[src/rtl/ecc_error_collector.sv]
// ecc_error_collector
//
// Turns per-bank ECC status levels into single-cycle error events. Each
// rising edge on a bank's status line is held as a pending request. The
// lowest-numbered pending bank is moved into a small record FIFO, at most
// one per cycle. Every accepted record produces a one-cycle eccStatus pulse,
// which feeds the cosmic-ray detector. The host reads the records back through
// a show-ahead valid/ready port.
//
// Build option:
//   ECC_ERROR_TIMESTAMP_EN  When defined, a free-running 32-bit cycle counter
//                           is kept and each record stores its capture time.
//                           When undefined, there is no counter and no time
//                           storage, and eventTime is tied to zero.
//
// Parameters:
//   NUM_SOURCES  number of bank status inputs (2..64)
//   FIFO_DEPTH   record FIFO depth (power of two, >= 2)
//   COUNT_WIDTH  width of the saturating event counters
//
// Ports:
//   clk           system clock
//   rst           asynchronous active-high reset
//   eccStatusIn   level ECC status per bank, synchronous to clk
//   eccStatus     one-cycle pulse per record accepted into the FIFO
//   eventValid    FIFO holds at least one record
//   eventReady    consumer pops the head when eventValid && eventReady
//   eventSource   bank index of the head record (zero-extended to 6 bits)
//   eventTime     capture timestamp of the head record (0 without timestamps)
//   eventCount    records accepted into the FIFO, saturating
//   droppedCount  edges merged into an already-pending request, saturating

module ecc_error_collector #(
  parameter int NUM_SOURCES = 32,
  parameter int FIFO_DEPTH  = 8,
  parameter int COUNT_WIDTH = 16
) (
  input  logic                   clk,
  input  logic                   rst,
  input  logic [NUM_SOURCES-1:0] eccStatusIn,
  output logic                   eccStatus,
  output logic                   eventValid,
  input  logic                   eventReady,
  output logic [5:0]             eventSource,
  output logic [31:0]            eventTime,
  output logic [COUNT_WIDTH-1:0] eventCount,
  output logic [COUNT_WIDTH-1:0] droppedCount
);

  localparam int PTR_W = $clog2(FIFO_DEPTH);
  localparam int OCC_W = PTR_W + 1;
  localparam int POP_W = $clog2(NUM_SOURCES + 1);
  // Wide enough that a full counter plus a full-width popcount never overflows.
  localparam int SUM_W = COUNT_WIDTH + POP_W;

  // ------------------------------------------------------------------
  // Input capture and edge detection
  // ------------------------------------------------------------------
  logic [NUM_SOURCES-1:0] in_reg;
  logic [NUM_SOURCES-1:0] in_prev_reg;
  logic [NUM_SOURCES-1:0] rise;

  always_ff @(posedge clk or posedge rst) begin
    if (rst) begin
      in_reg      <= '0;
      in_prev_reg <= '0;
    end else begin
      in_reg      <= eccStatusIn;
      in_prev_reg <= in_reg;
    end
  end

  assign rise = in_reg & ~in_prev_reg;

  // ------------------------------------------------------------------
  // Pending requests and lowest-index selection
  // ------------------------------------------------------------------
  logic [NUM_SOURCES-1:0] pending_reg;
  logic [NUM_SOURCES-1:0] pending_next;
  logic [NUM_SOURCES-1:0] clear_mask;
  logic [NUM_SOURCES-1:0] merged;
  logic [5:0]             sel_idx;
  logic                   sel_valid;
  logic [POP_W-1:0]       merged_count;
  logic                   push;
  logic                   pop;

  // Scanning from the top down leaves the lowest set index in sel_idx.
  always_comb begin
    sel_idx   = '0;
    sel_valid = 1'b0;
    for (int i = NUM_SOURCES - 1; i >= 0; i--) begin
      if (pending_reg[i]) begin
        sel_idx   = 6'(i);
        sel_valid = 1'b1;
      end
    end
  end

  // A rise on the bit being cleared re-arms it as a fresh event, so it is
  // not a merge. Only rises onto a pending bit that stays pending are merged.
  generate
    for (genvar gi = 0; gi < NUM_SOURCES; gi++) begin : g_pending
      assign clear_mask[gi]   = push && (sel_idx == 6'(gi));
      assign merged[gi]       = rise[gi] && pending_reg[gi] && !clear_mask[gi];
      assign pending_next[gi] = (pending_reg[gi] && !clear_mask[gi]) || rise[gi];
    end
  endgenerate

  always_comb begin
    merged_count = '0;
    for (int i = 0; i < NUM_SOURCES; i++) begin
      merged_count = merged_count + {{(POP_W - 1){1'b0}}, merged[i]};
    end
  end

  always_ff @(posedge clk or posedge rst) begin
    if (rst) begin
      pending_reg <= '0;
    end else begin
      pending_reg <= pending_next;
    end
  end

  // ------------------------------------------------------------------
  // Record FIFO (show-ahead, register storage)
  // ------------------------------------------------------------------
  logic [PTR_W-1:0] wr_ptr_reg;
  logic [PTR_W-1:0] rd_ptr_reg;
  logic [OCC_W-1:0] occ_reg;
  logic             fifo_empty;
  logic             fifo_full;
  logic [5:0]       src_mem [FIFO_DEPTH];

  assign fifo_empty = (occ_reg == '0);
  assign fifo_full  = (occ_reg == OCC_W'(FIFO_DEPTH));
  assign pop        = !fifo_empty && eventReady;
  // A pop frees the head slot at the same edge, so a full FIFO still accepts
  // a push when it is being drained.
  assign push       = sel_valid && (!fifo_full || pop);

  always_ff @(posedge clk or posedge rst) begin
    if (rst) begin
      wr_ptr_reg <= '0;
      rd_ptr_reg <= '0;
      occ_reg    <= '0;
    end else begin
      if (push) begin
        wr_ptr_reg <= wr_ptr_reg + PTR_W'(1);
      end
      if (pop) begin
        rd_ptr_reg <= rd_ptr_reg + PTR_W'(1);
      end
      case ({push, pop})
        2'b10:   occ_reg <= occ_reg + OCC_W'(1);
        2'b01:   occ_reg <= occ_reg - OCC_W'(1);
        default: occ_reg <= occ_reg;
      endcase
    end
  end

  always_ff @(posedge clk or posedge rst) begin
    if (rst) begin
      for (int i = 0; i < FIFO_DEPTH; i++) begin
        src_mem[i] <= '0;
      end
    end else if (push) begin
      src_mem[wr_ptr_reg] <= sel_idx;
    end
  end

  assign eventValid  = !fifo_empty;
  assign eventSource = src_mem[rd_ptr_reg];

`ifdef ECC_ERROR_TIMESTAMP_EN
  // ------------------------------------------------------------------
  // Timestamp: counts clock edges since reset. A record stores the value
  // the counter takes at its push edge.
  // ------------------------------------------------------------------
  logic [31:0] ts_reg;
  logic [31:0] ts_next;
  logic [31:0] time_mem [FIFO_DEPTH];

  assign ts_next = ts_reg + 32'd1;

  always_ff @(posedge clk or posedge rst) begin
    if (rst) begin
      ts_reg <= '0;
    end else begin
      ts_reg <= ts_next;
    end
  end

  always_ff @(posedge clk or posedge rst) begin
    if (rst) begin
      for (int i = 0; i < FIFO_DEPTH; i++) begin
        time_mem[i] <= '0;
      end
    end else if (push) begin
      time_mem[wr_ptr_reg] <= ts_next;
    end
  end

  assign eventTime = time_mem[rd_ptr_reg];
`else
  assign eventTime = '0;
`endif

  // ------------------------------------------------------------------
  // Event pulse and saturating counters
  // ------------------------------------------------------------------
  logic                   ecc_status_reg;
  logic [COUNT_WIDTH-1:0] event_count_reg;
  logic [COUNT_WIDTH-1:0] dropped_count_reg;
  logic [SUM_W-1:0]       dropped_sum;
  logic [COUNT_WIDTH-1:0] dropped_next;

  assign dropped_sum  = {{POP_W{1'b0}}, dropped_count_reg}
                      + {{COUNT_WIDTH{1'b0}}, merged_count};
  // Any carry above the counter width means the count has run past all-ones.
  assign dropped_next = (|dropped_sum[SUM_W-1:COUNT_WIDTH]) ? '1
                                                             : dropped_sum[COUNT_WIDTH-1:0];

  always_ff @(posedge clk or posedge rst) begin
    if (rst) begin
      ecc_status_reg    <= 1'b0;
      event_count_reg   <= '0;
      dropped_count_reg <= '0;
    end else begin
      ecc_status_reg <= push;
      if (push && (event_count_reg != '1)) begin
        event_count_reg <= event_count_reg + COUNT_WIDTH'(1);
      end
      dropped_count_reg <= dropped_next;
    end
  end

  assign eccStatus    = ecc_status_reg;
  assign eventCount   = event_count_reg;
  assign droppedCount = dropped_count_reg;

endmodule

[config.mk]
export PLATFORM = sky130hd
export DESIGN_NAME = ecc_error_collector
export DESIGN_NICKNAME = d
export VERILOG_FILES = /design/src/rtl/ecc_error_collector.sv
export SDC_FILE = /design/constraint.sdc
export NUM_CORES = 1
export LEC_CHECK = 0
export ABC_AREA = 1
export CORE_MARGIN = 4
export CORE_UTILIZATION = 61
export DETAILED_ROUTE_END_ITERATION = 10
export GPL_TIMING_DRIVEN = 0
export PLACE_DENSITY_LB_ADDON = 0.08
export RECOVER_POWER = 25
export SETUP_SLACK_MARGIN = 0.4
export SLEW_MARGIN = 20
export SYNTH_ARGS = -nofsm -noshare
export SYNTH_HDL_FRONTEND = slang
export SYNTH_SLANG_ARGS = --single-unit
export TNS_END_PERCENT = 5
[constraint.sdc]
create_clock -name clk -period 11.5 [get_ports clk]
set_input_delay 2.3 -clock clk [delete_from_list [all_inputs] [get_ports clk]]
set_output_delay 2.3 -clock clk [all_outputs]
set_load 0.05 [all_outputs]
# After elaboration in Yosys (flattened, before gate mapping)
# Index checks and enable logic that the tools add are counted.
# Widths: inputs -> output; s select.
[word_totals]
register_bits = 187
input_bits = 35
output_inout_bits = 72
[op_classes]
add_sub_neg = 37
n_lt_le_gt_ge = 3
eq_ne = 35
muxes = 72
n_bitwise = 4
reduce_logical = 203
[ops]
columns = ["cell", "n"]
rows = [
  ["$mux 6", 34],
  ["$add 6x1->6", 26],
  ["$logic_and 1x1->1", 132],
  ["$eq 6x5->1 const B", 16],
  ["$bwmux 48", 1],
  ["$eq 6x4->1 const B", 8],
  ["$logic_not 1->1", 34],
  ["$logic_or 1x1->1", 33],
  ["$and 32x32->32", 1],
  ["$mux 1", 32],
  ["$not 32->32", 1],
  ["$eq 6x3->1 const B", 4],
  ["$bmux 6 s3", 1],
  ["$demux 6 s3", 1],
  ["$add 16x6->17", 1],
  ["$add 16x1->16 const B", 1],
  ["$mux 16", 1],
  ["$ne 16x16->1 const B", 1],
  ["$eq 6x2->1 const B", 2],
  ["$ge 4x4->1 const B", 2],
  ["$not 3->4", 2],
  ["$pmux 4 s2", 1],
  ["$add 3x1->3 const B", 2],
  ["$add 5x1->6", 1],
  ["other kinds (16)", 16],
]

# Depth between registers and ports, before layout
# Gate-level depths: netlist of run 1.
[logic_depth]
word_depth = 70
depth_mapped = 51
depth_no_buf = 50

# Least setup slack after synthesis of run 1
# OpenSTA, ideal clock, no wires.
[synth_path]
path_kind = "input to register"
from = "input port eventReady"
to = "register dropped_count_reg[13], in the netlist droppedCount[13]"
setup_ns = 0.138
arrival_time_ns = 8.640
required_time_ns = 11.362
path_slack_ns = 2.722
cell_stages = 31
path_buffers = 1
path_cell_list = "nand2_2 > nand4_1 > inv_2 > o21ai_4 > inv_1 > nor3_1 > nand3_2 > nand2_1 > nor2_1 > fa_1 > inv_1 > fa_1 > fa_1 > fa_1 > fa_1 > inv_1 > fa_1 > fa_1 > fa_1 > nand3_1 > and2_1 > nor2_1 > o21ai_0 > nand2_1 > nand2_1 > a21oi_1 > nand2_1 > inv_1 > nand2_1 > clkbuf_1 > nand3_1"
[synth_between]
elab_chain_len = 40
word_cells_on_any_way = 133
cone_classes = "add/sub: 32; mux: 1; reduce/logical: 100"
[synth_rtl]
columns = ["item", "line_no", "rtl"]
rows = [
  ["start: declaration", "43", "input logic eventReady,"],
  ["$logic_and 1x1->1 *", "137", "assign pop = !fifo_empty && eventReady;"],
  ["$logic_or 1x1->1 *", "140", "assign push = sel_valid && (!fifo_full || pop);"],
  ["$logic_and 1x1->1 *", "140", ""],
  ["named net push", "85", "logic push;"],
  ["$logic_and 1x1->1", "104", "assign clear_mask[gi] = push && (sel_idx == 6'(gi));"],
  ["$logic_not 1->1", "105", "assign merged[gi] = rise[gi] && pending_reg[gi] && !clear_mask[gi];"],
  ["$logic_and 1x1->1", "105", ""],
  ["$add 1x1->2", "113", "merged_count = merged_count + {{(POP_W - 1){1'b0}}, merged[i]};"],
  ["[2 not listed]", "-", ""],
  ["$add 4x1->5", "113", ""],
  ["$add 5x1->6", "113", ""],
  ["$add 6x1->6 (25 in series)", "113", ""],
  ["$add 6x1->6 *", "113", ""],
  ["$add 16x6->17 *", "219", "+ {{COUNT_WIDTH{1'b0}}, merged_count};"],
  ["$reduce_or 6->1", "221", "assign dropped_next = (|dropped_sum[SUM_W-1:COUNT_WIDTH]) ? '1"],
  ["$mux 16 *", "221", ""],
  ["named net dropped_next[13]", "216", "logic [COUNT_WIDTH-1:0] dropped_next;"],
  ["end signal: assignment", "234", "dropped_count_reg <= dropped_next;"],
  ["end: declaration", "214", "logic [COUNT_WIDTH-1:0] dropped_count_reg;"],
]
# The timed path passes the listed nets; every way through them passes the cells marked *.
# A chain may end at the register's enable or synchronous reset.

# Final worst setup path of run 1
[layout_path]
from = "input port eventReady"
to = "register dropped_count_reg[7], in the netlist droppedCount[7]"
# The elaborated chain is that of the path after synthesis.

==> qor.csv, run 1 <==
stage,metric,value,unit
placement,io_buffers,73,
detailed_routing,first_pass_iters,6,
logic_synthesis,ys_seq_elements,179,
logic_synthesis,yosys_warnings,0,
cts,cts.repair.resized,0,
logic_synthesis,synthFlopType,dfrtp_1,
critical_path,cpPeakStageDelay,0.55,ns
timing,post-route-period-util,0.855,
logic_synthesis,syn_avg_cell_area,9.27,µm²
timing,finalSetupViolCount,0,
pwr,seqPwrFrac,0.289,
timing,finalHoldViolations,0,
pwr,clkPwrFrac,0.203,
critical_path,start_kind,primary input,
detailed_routing,drt_iter0_markers,445,
timing,grt_setup_unrepaired,no,
cells_and_area,antenna_cells,0,
logic_synthesis,synth-edff-count,0,
critical_path,arrival,10.12,ns
worst_hold_path,hold_path_class,reg -> reg,
timing,fmax,0.102,GHz
cts,postCtsHoldBufs,0,
critical_path,r2r_start,pending_reg[27],
placement,placed_cell_area,10100,µm²
cells_and_area,finalInstanceArea,10600,µm²
logic_synthesis,yosys.area.top_type,dfrtp_1,
logic_synthesis,synthTopCellsByArea,"dfrtp_1, nand2_1, fa_1",
detailed_routing,antenna_left,0,
cts,cts_buffers,17,
run_status,status,"finished, violations left",
logic_synthesis,synth_cells,965,
placement,hpwl,13.1,mm
cells_and_area,top_register,src_mem,
timing,worst_slew_pin_slew,3.37,ns
logic_synthesis,ys_seq_area_frac,0.501,
critical_path,required,11.79,ns
floorplan,dieArea,16700,µm²
detailed_routing,drc,0,
critical_path,crit_fanout,10,
placement,place_congestion,0.860,
critical_path,rr_worst_depth,32,
cells_and_area,largest_reg_flops,40,
critical_path,crit_top_cell,fa_1,
pwr,p_sw,1210,µW
grt,grt_max_degree,104,
run_status,violations,"capacitance limit, slew limit",
detailed_routing,post_drt_wl_per_cell,14.1,µm
critical_path,critPathLaunch,eventReady,
critical_path,critPathCaptureType,flip-flop,
cts,clkTransAtPathRegs,0.06,ns
cts,cts_tree,done,
logic_synthesis,synth_top_area_share,0.501,
cts,clock_path_buffers,2,
run,drv_cap,1,
cells_and_area,drive_above_1_share,0.114,
logic_synthesis,synthDistinctLibCells,49,
cts,insertion_delay,0.43,ns
logic_synthesis,syn_area,8950,µm²
floorplan,io_pins,107,
timing,finClkSkew,0.00757,ns
grt,grt_pass1_vias,6538,
grt,grt_pass1_wl,30.6,mm
pwr,power_density,265,nW/µm²
pwr,p_leak,0.00520,µW
detailed_routing,routed_wl,18.1,mm
grt,antenna_found_initial,0,
grt,grt_overflow,0,
pwr,total_power,2820,µW
floorplan,coreArea,14500,µm²
cts,htreeDepth,4,
floorplan,initial_utilization,0.618,
cts,postCtsSetupBuffers,0,
floorplan,dieHeight,129,µm
critical_path,critPathKind,in -> reg,
logic_synthesis,yosysMostFrequentCell,dfrtp_1,
logic_synthesis,ys_top_cells_by_count,"dfrtp_1, nand2_1, inv_1, nor2_1, o21ai_0",
timing,drv_slew,77,
timing,relSlewSlack,-1.26,
pwr,pwr-share-comb,0.507,
grt,grt_usage,0.233,
logic_synthesis,async_flop_share,1.00,
timing,fin_crit,9.83,ns
floorplan,fp-row-count,44,
cts,cts-root-buf,clkbuf_16,
pwr,ir_drop,312,µV
cts,cts_num_sinks,179,
critical_path,critPathSlowestCell,fa_1,
critical_path,cp-endpoint,droppedCount[7],
critical_path,rrSetupSlack,3.13,ns
timing,fin_setup_tns,0,ns
floorplan,die_w,129,µm
critical_path,rr_endpoint,droppedCount[7],
cells_and_area,postLayoutCoreUtil,0.734,
detailed_routing,vias_per_cell,5.13,
pwr,switching_share,0.430,
detailed_routing,vias,6598,
pwr,p_int,1610,µW
cells_and_area,num-nets-final,1173,
cells_and_area,area_delta_synth_final,18.8,%
## per-stage QoR
step                std cells  hold WS (ns)  setup slack [ns]
global route             1285         0.378              1.15
detailed placement       1255         0.359              1.24
CTS                      1285         0.369              1.72
global placement         1254         0.357              1.33
finish                   1285         0.367              1.67
floorplan                 997         0.354              2.72
## cells in the final DEF (no fill, tap or decap), types with 12 or more instances in the layout
cell             Yosys  layout
buf_4               33      33
inv_1              130     129
fa_1                27      27
xor2_1              17      17
clkbuf_1             9      12
conb_1               1      33
nand3_1             51      51
nor3_1              12      12
nand4_1             23      23
dlygate4sd3_1        0      34
nand2_1            168     169
dfrtp_1            179     179
o21ai_0             77      77
nand2_2             15      14
nor2_1             103     103
clkdlybuf4s50_1      0      39
ha_1                21      21
clkbuf_16            0      17
## worst max-delay path, delay by kind of cell
kind / cells / cell delay [ns]
compound gates: 3 / 0.53
fa+ha+maj: 8 / 4.06
buf+inv: 7 / 1.42
simple gates: 14 / 1.80
## logic make-up after synthesis
group | count (synthesis) | share of synthesized area
buf+inv | 182 | 0.0935
fa+ha+maj | 48 | 0.0898
xor+xnor | 24 | 0.0235
flops | 179 | 0.501
simple gates | 406 | 0.209
mux | 1 | 0.00126
compound gates | 124 | 0.0821
other cells | 1 | 0.000419
## power groups by stage
stage	Combinational, µW	Sequential [µW]	Clock, µW
after CTS	1440	816	583
after global placement	1390	823	0
final	1430	817	574
after detailed placement	1430	825	0
after floorplan	989	917	0
after global routing	1630	830	611
## layout make-up
| type | count | area, µm² |
|---|---|---|
| multi-input cells | 636 | 3750 |
| well taps | 184 | 230 |
| fillers | 1094 | 3850 |
| clock inverters | 10 | 136 |
| plain buffers | 48 | 334 |
| flip-flops and latches | 179 | 4480 |
| inverters | 134 | 504 |
| repair buffers | 74 | 758 |
| clock buffers | 20 | 437 |
## metal layers
layer | GRT usage | vias to the layer above | part of all wire
met5 | 0 | - | 0
met2 | 0.399 | 173 | 0.50
met3 | 0.0536 | 30 | 0.049
met4 | 0.0784 | 0 | 0.020
met1 | 0.296 | 3130 | 0.43
li1 | - | 3265 | -
## worst min path at each step
stage | start | end | cells past startpoint
floorplan | in_reg[10] | in_prev_reg[10] | 0
global placement | in_reg[1] | in_prev_reg[1] | 0
detailed placement | in_reg[26] | in_prev_reg[26] | 0
CTS | in_reg[26] | in_prev_reg[26] | 0
global route | in_reg[24] | in_prev_reg[24] | 0
finish | in_reg[26] | in_prev_reg[26] | 0
(Power assumes the default switching activity.)
==> inputs of run 2 (changes only) <==
--- a/config.mk
+++ b/config.mk
@@ -6,9 +6,11 @@
 export NUM_CORES = 1
 export LEC_CHECK = 0
 export ABC_AREA = 1
+export CORE_ASPECT_RATIO = 1.1
 export CORE_MARGIN = 4
 export CORE_UTILIZATION = 61
 export DETAILED_ROUTE_END_ITERATION = 10
+export GPL_ROUTABILITY_DRIVEN = 0
 export GPL_TIMING_DRIVEN = 0
 export PLACE_DENSITY_LB_ADDON = 0.08
 export RECOVER_POWER = 25
==> qor.csv, run 2 (synthesis gave the netlist of run 1 again) <==
stage,metric,value,unit
detailed_routing,vias,6695,
timing,drv_slew,89,
cells_and_area,final_cell_mix,"dfrtp_1, nand2_1, inv_1, nor2_1, o21ai_0",
grt,grt_max_degree,92,
cells_and_area,drive_above_1_share,0.117,
pwr,p_leak,0.00522,µW
timing,finalHoldViolations,0,
grt,antenna_found_initial,0,
timing,post-route-period-util,0.870,
critical_path,critPathCaptureType,flip-flop,
cts,postCtsSetupBuffers,0,
critical_path,crit_fanout,10,
placement,io_buffers,73,
cts,clkTransAtPathRegs,0.06,ns
critical_path,start_kind,primary input,
cells_and_area,area_delta_synth_final,19.3,%
detailed_routing,antenna_left,0,
timing,fin_setup_tns,0,ns
worst_hold_path,holdPathStages,0,
grt,grt_pass1_vias,6700,
cells_and_area,num-nets-final,1173,
cells_and_area,multi_input_area,3750,µm²
cts,htreeDepth,4,
cts,cts.repair.resized,0,
cts,insertion_delay,0.43,ns
floorplan,coreArea,14400,µm²
critical_path,cpPeakStageDelay,0.55,ns
cells_and_area,top_register,src_mem,
detailed_routing,routed_wl,18.4,mm
floorplan,initial_utilization,0.622,
critical_path,rr_worst_depth,32,
run,drv_cap,1,
critical_path,arrival,10.28,ns
cts,cts_num_sinks,179,
cells_and_area,postLayoutCoreUtil,0.742,
pwr,switching_share,0.431,
pwr,p_int,1630,µW
grt,grt_usage,0.241,
timing,hold_slack,0.373,ns
critical_path,critPathSlowestCell,fa_1,
grt,grt_overflow,0,
cts,cts_buffers,17,
pwr,pwr-share-comb,0.507,
pwr,clkPwrFrac,0.208,
run_status,status,"finished, violations left",
floorplan,dieArea,16700,µm²
timing,fmax,0.0999,GHz
detailed_routing,drc,0,
detailed_routing,vias_per_cell,5.17,
detailed_routing,drt_iter0_markers,460,
pwr,seqPwrFrac,0.285,
floorplan,fp-row-count,46,
critical_path,crit_buf_inv,8,
cells_and_area,seq_area,4480,µm²
critical_path,required,11.78,ns
pwr,p_sw,1240,µW
cells_and_area,largest_reg_flops,40,
placement,dp_cells,1263,
cells_and_area,final_common_cell,dfrtp_1,
critical_path,crit_top_cell,fa_1,
pwr,ir_drop,466,µV
run_status,violations,"capacitance limit, slew limit",
timing,worst_slew_pin_slew,3.89,ns
cells_and_area,nFillCells,1077,
timing,finalSetupViolCount,0,
detailed_routing,first_pass_iters,5,
detailed_routing,post_drt_wl_per_cell,14.2,µm
critical_path,critPathKind,in -> reg,
pwr,total_power,2870,µW
timing,relSlewSlack,-1.60,
floorplan,dieHeight,135,µm
placement,hpwl,13.2,mm
cells_and_area,stdcell_count,1295,
cts,cts_tree,done,
grt,grt_pass1_wl,31.5,mm
pwr,power_density,269,nW/µm²
cts,cts-root-buf,clkbuf_16,
timing,grt_setup_unrepaired,no,
timing,fin_crit,10.01,ns
critical_path,crit_family,adder cells,
floorplan,die_w,123,µm
worst_hold_path,hold_path_class,reg -> reg,
critical_path,cp_num_cells,32,
cells_and_area,antenna_cells,0,
cts,clock_path_buffers,2,
timing,finClkSkew,0.00617,ns
floorplan,io_pins,107,
cts,postCtsHoldBufs,0,
## run 2: changes by cell type in the layout (fill, tap and decap cells not counted)
cell,change
clkbuf_1,-2
inv_8,+1
clkinvlp_4,+1
clkbuf_8,+2
## run 2: stage by stage
stage          setup WS (ns)  area [µm²]
2_1_floorplan           2.72        9070
3_3_place_gp            1.25       10000
3_5_place_dp            1.14       10100
4_1_cts                 1.62       10700
5_1_grt                 1.05       10700
6_report                1.49       10700
## run 2: layout make-up
| type | instances | area share |
|---|---|---|
| multi-input cells | 636 | 0.351 |
| clock inverters | 12 | 0.0145 |
| plain buffers | 48 | 0.0313 |
| repair buffers | 74 | 0.0710 |
| inverters | 134 | 0.0472 |
| well taps | 192 | 0.0225 |
| clock buffers | 20 | 0.0428 |
| flip-flops and latches | 179 | 0.420 |
## run 2: routing by layer
layer / track usage / wire length, µm
met1: 0.300 / 7480
met2: 0.406 / 9520
met3: 0.0469 / 752
met4: 0.110 / 633
met5: 0 / 0
## run 2: worst paths after layout
path | to | start | slack [ns]
setup / recovery | droppedCount[8] | eventReady | 1.49
hold / removal | in_prev_reg[5] | in_reg[5] | 0.37
setup reg to reg | droppedCount[8] | pending_reg[27] | 3.00
hold reg to reg | in_prev_reg[5] | in_reg[5] | 0.37
max in group asynchronous | src_mem[7] | rst | 6.27
min in group asynchronous | in_prev_reg[0] | rst | 3.47
## run 2: power groups by stage
stage	Sequential, µW	Combinational (µW)	Clock (µW)
floorplan	917	989	0
global placement	823	1400	0
detailed placement	826	1440	0
CTS	817	1480	606
global route	832	1650	634
finish	818	1460	597
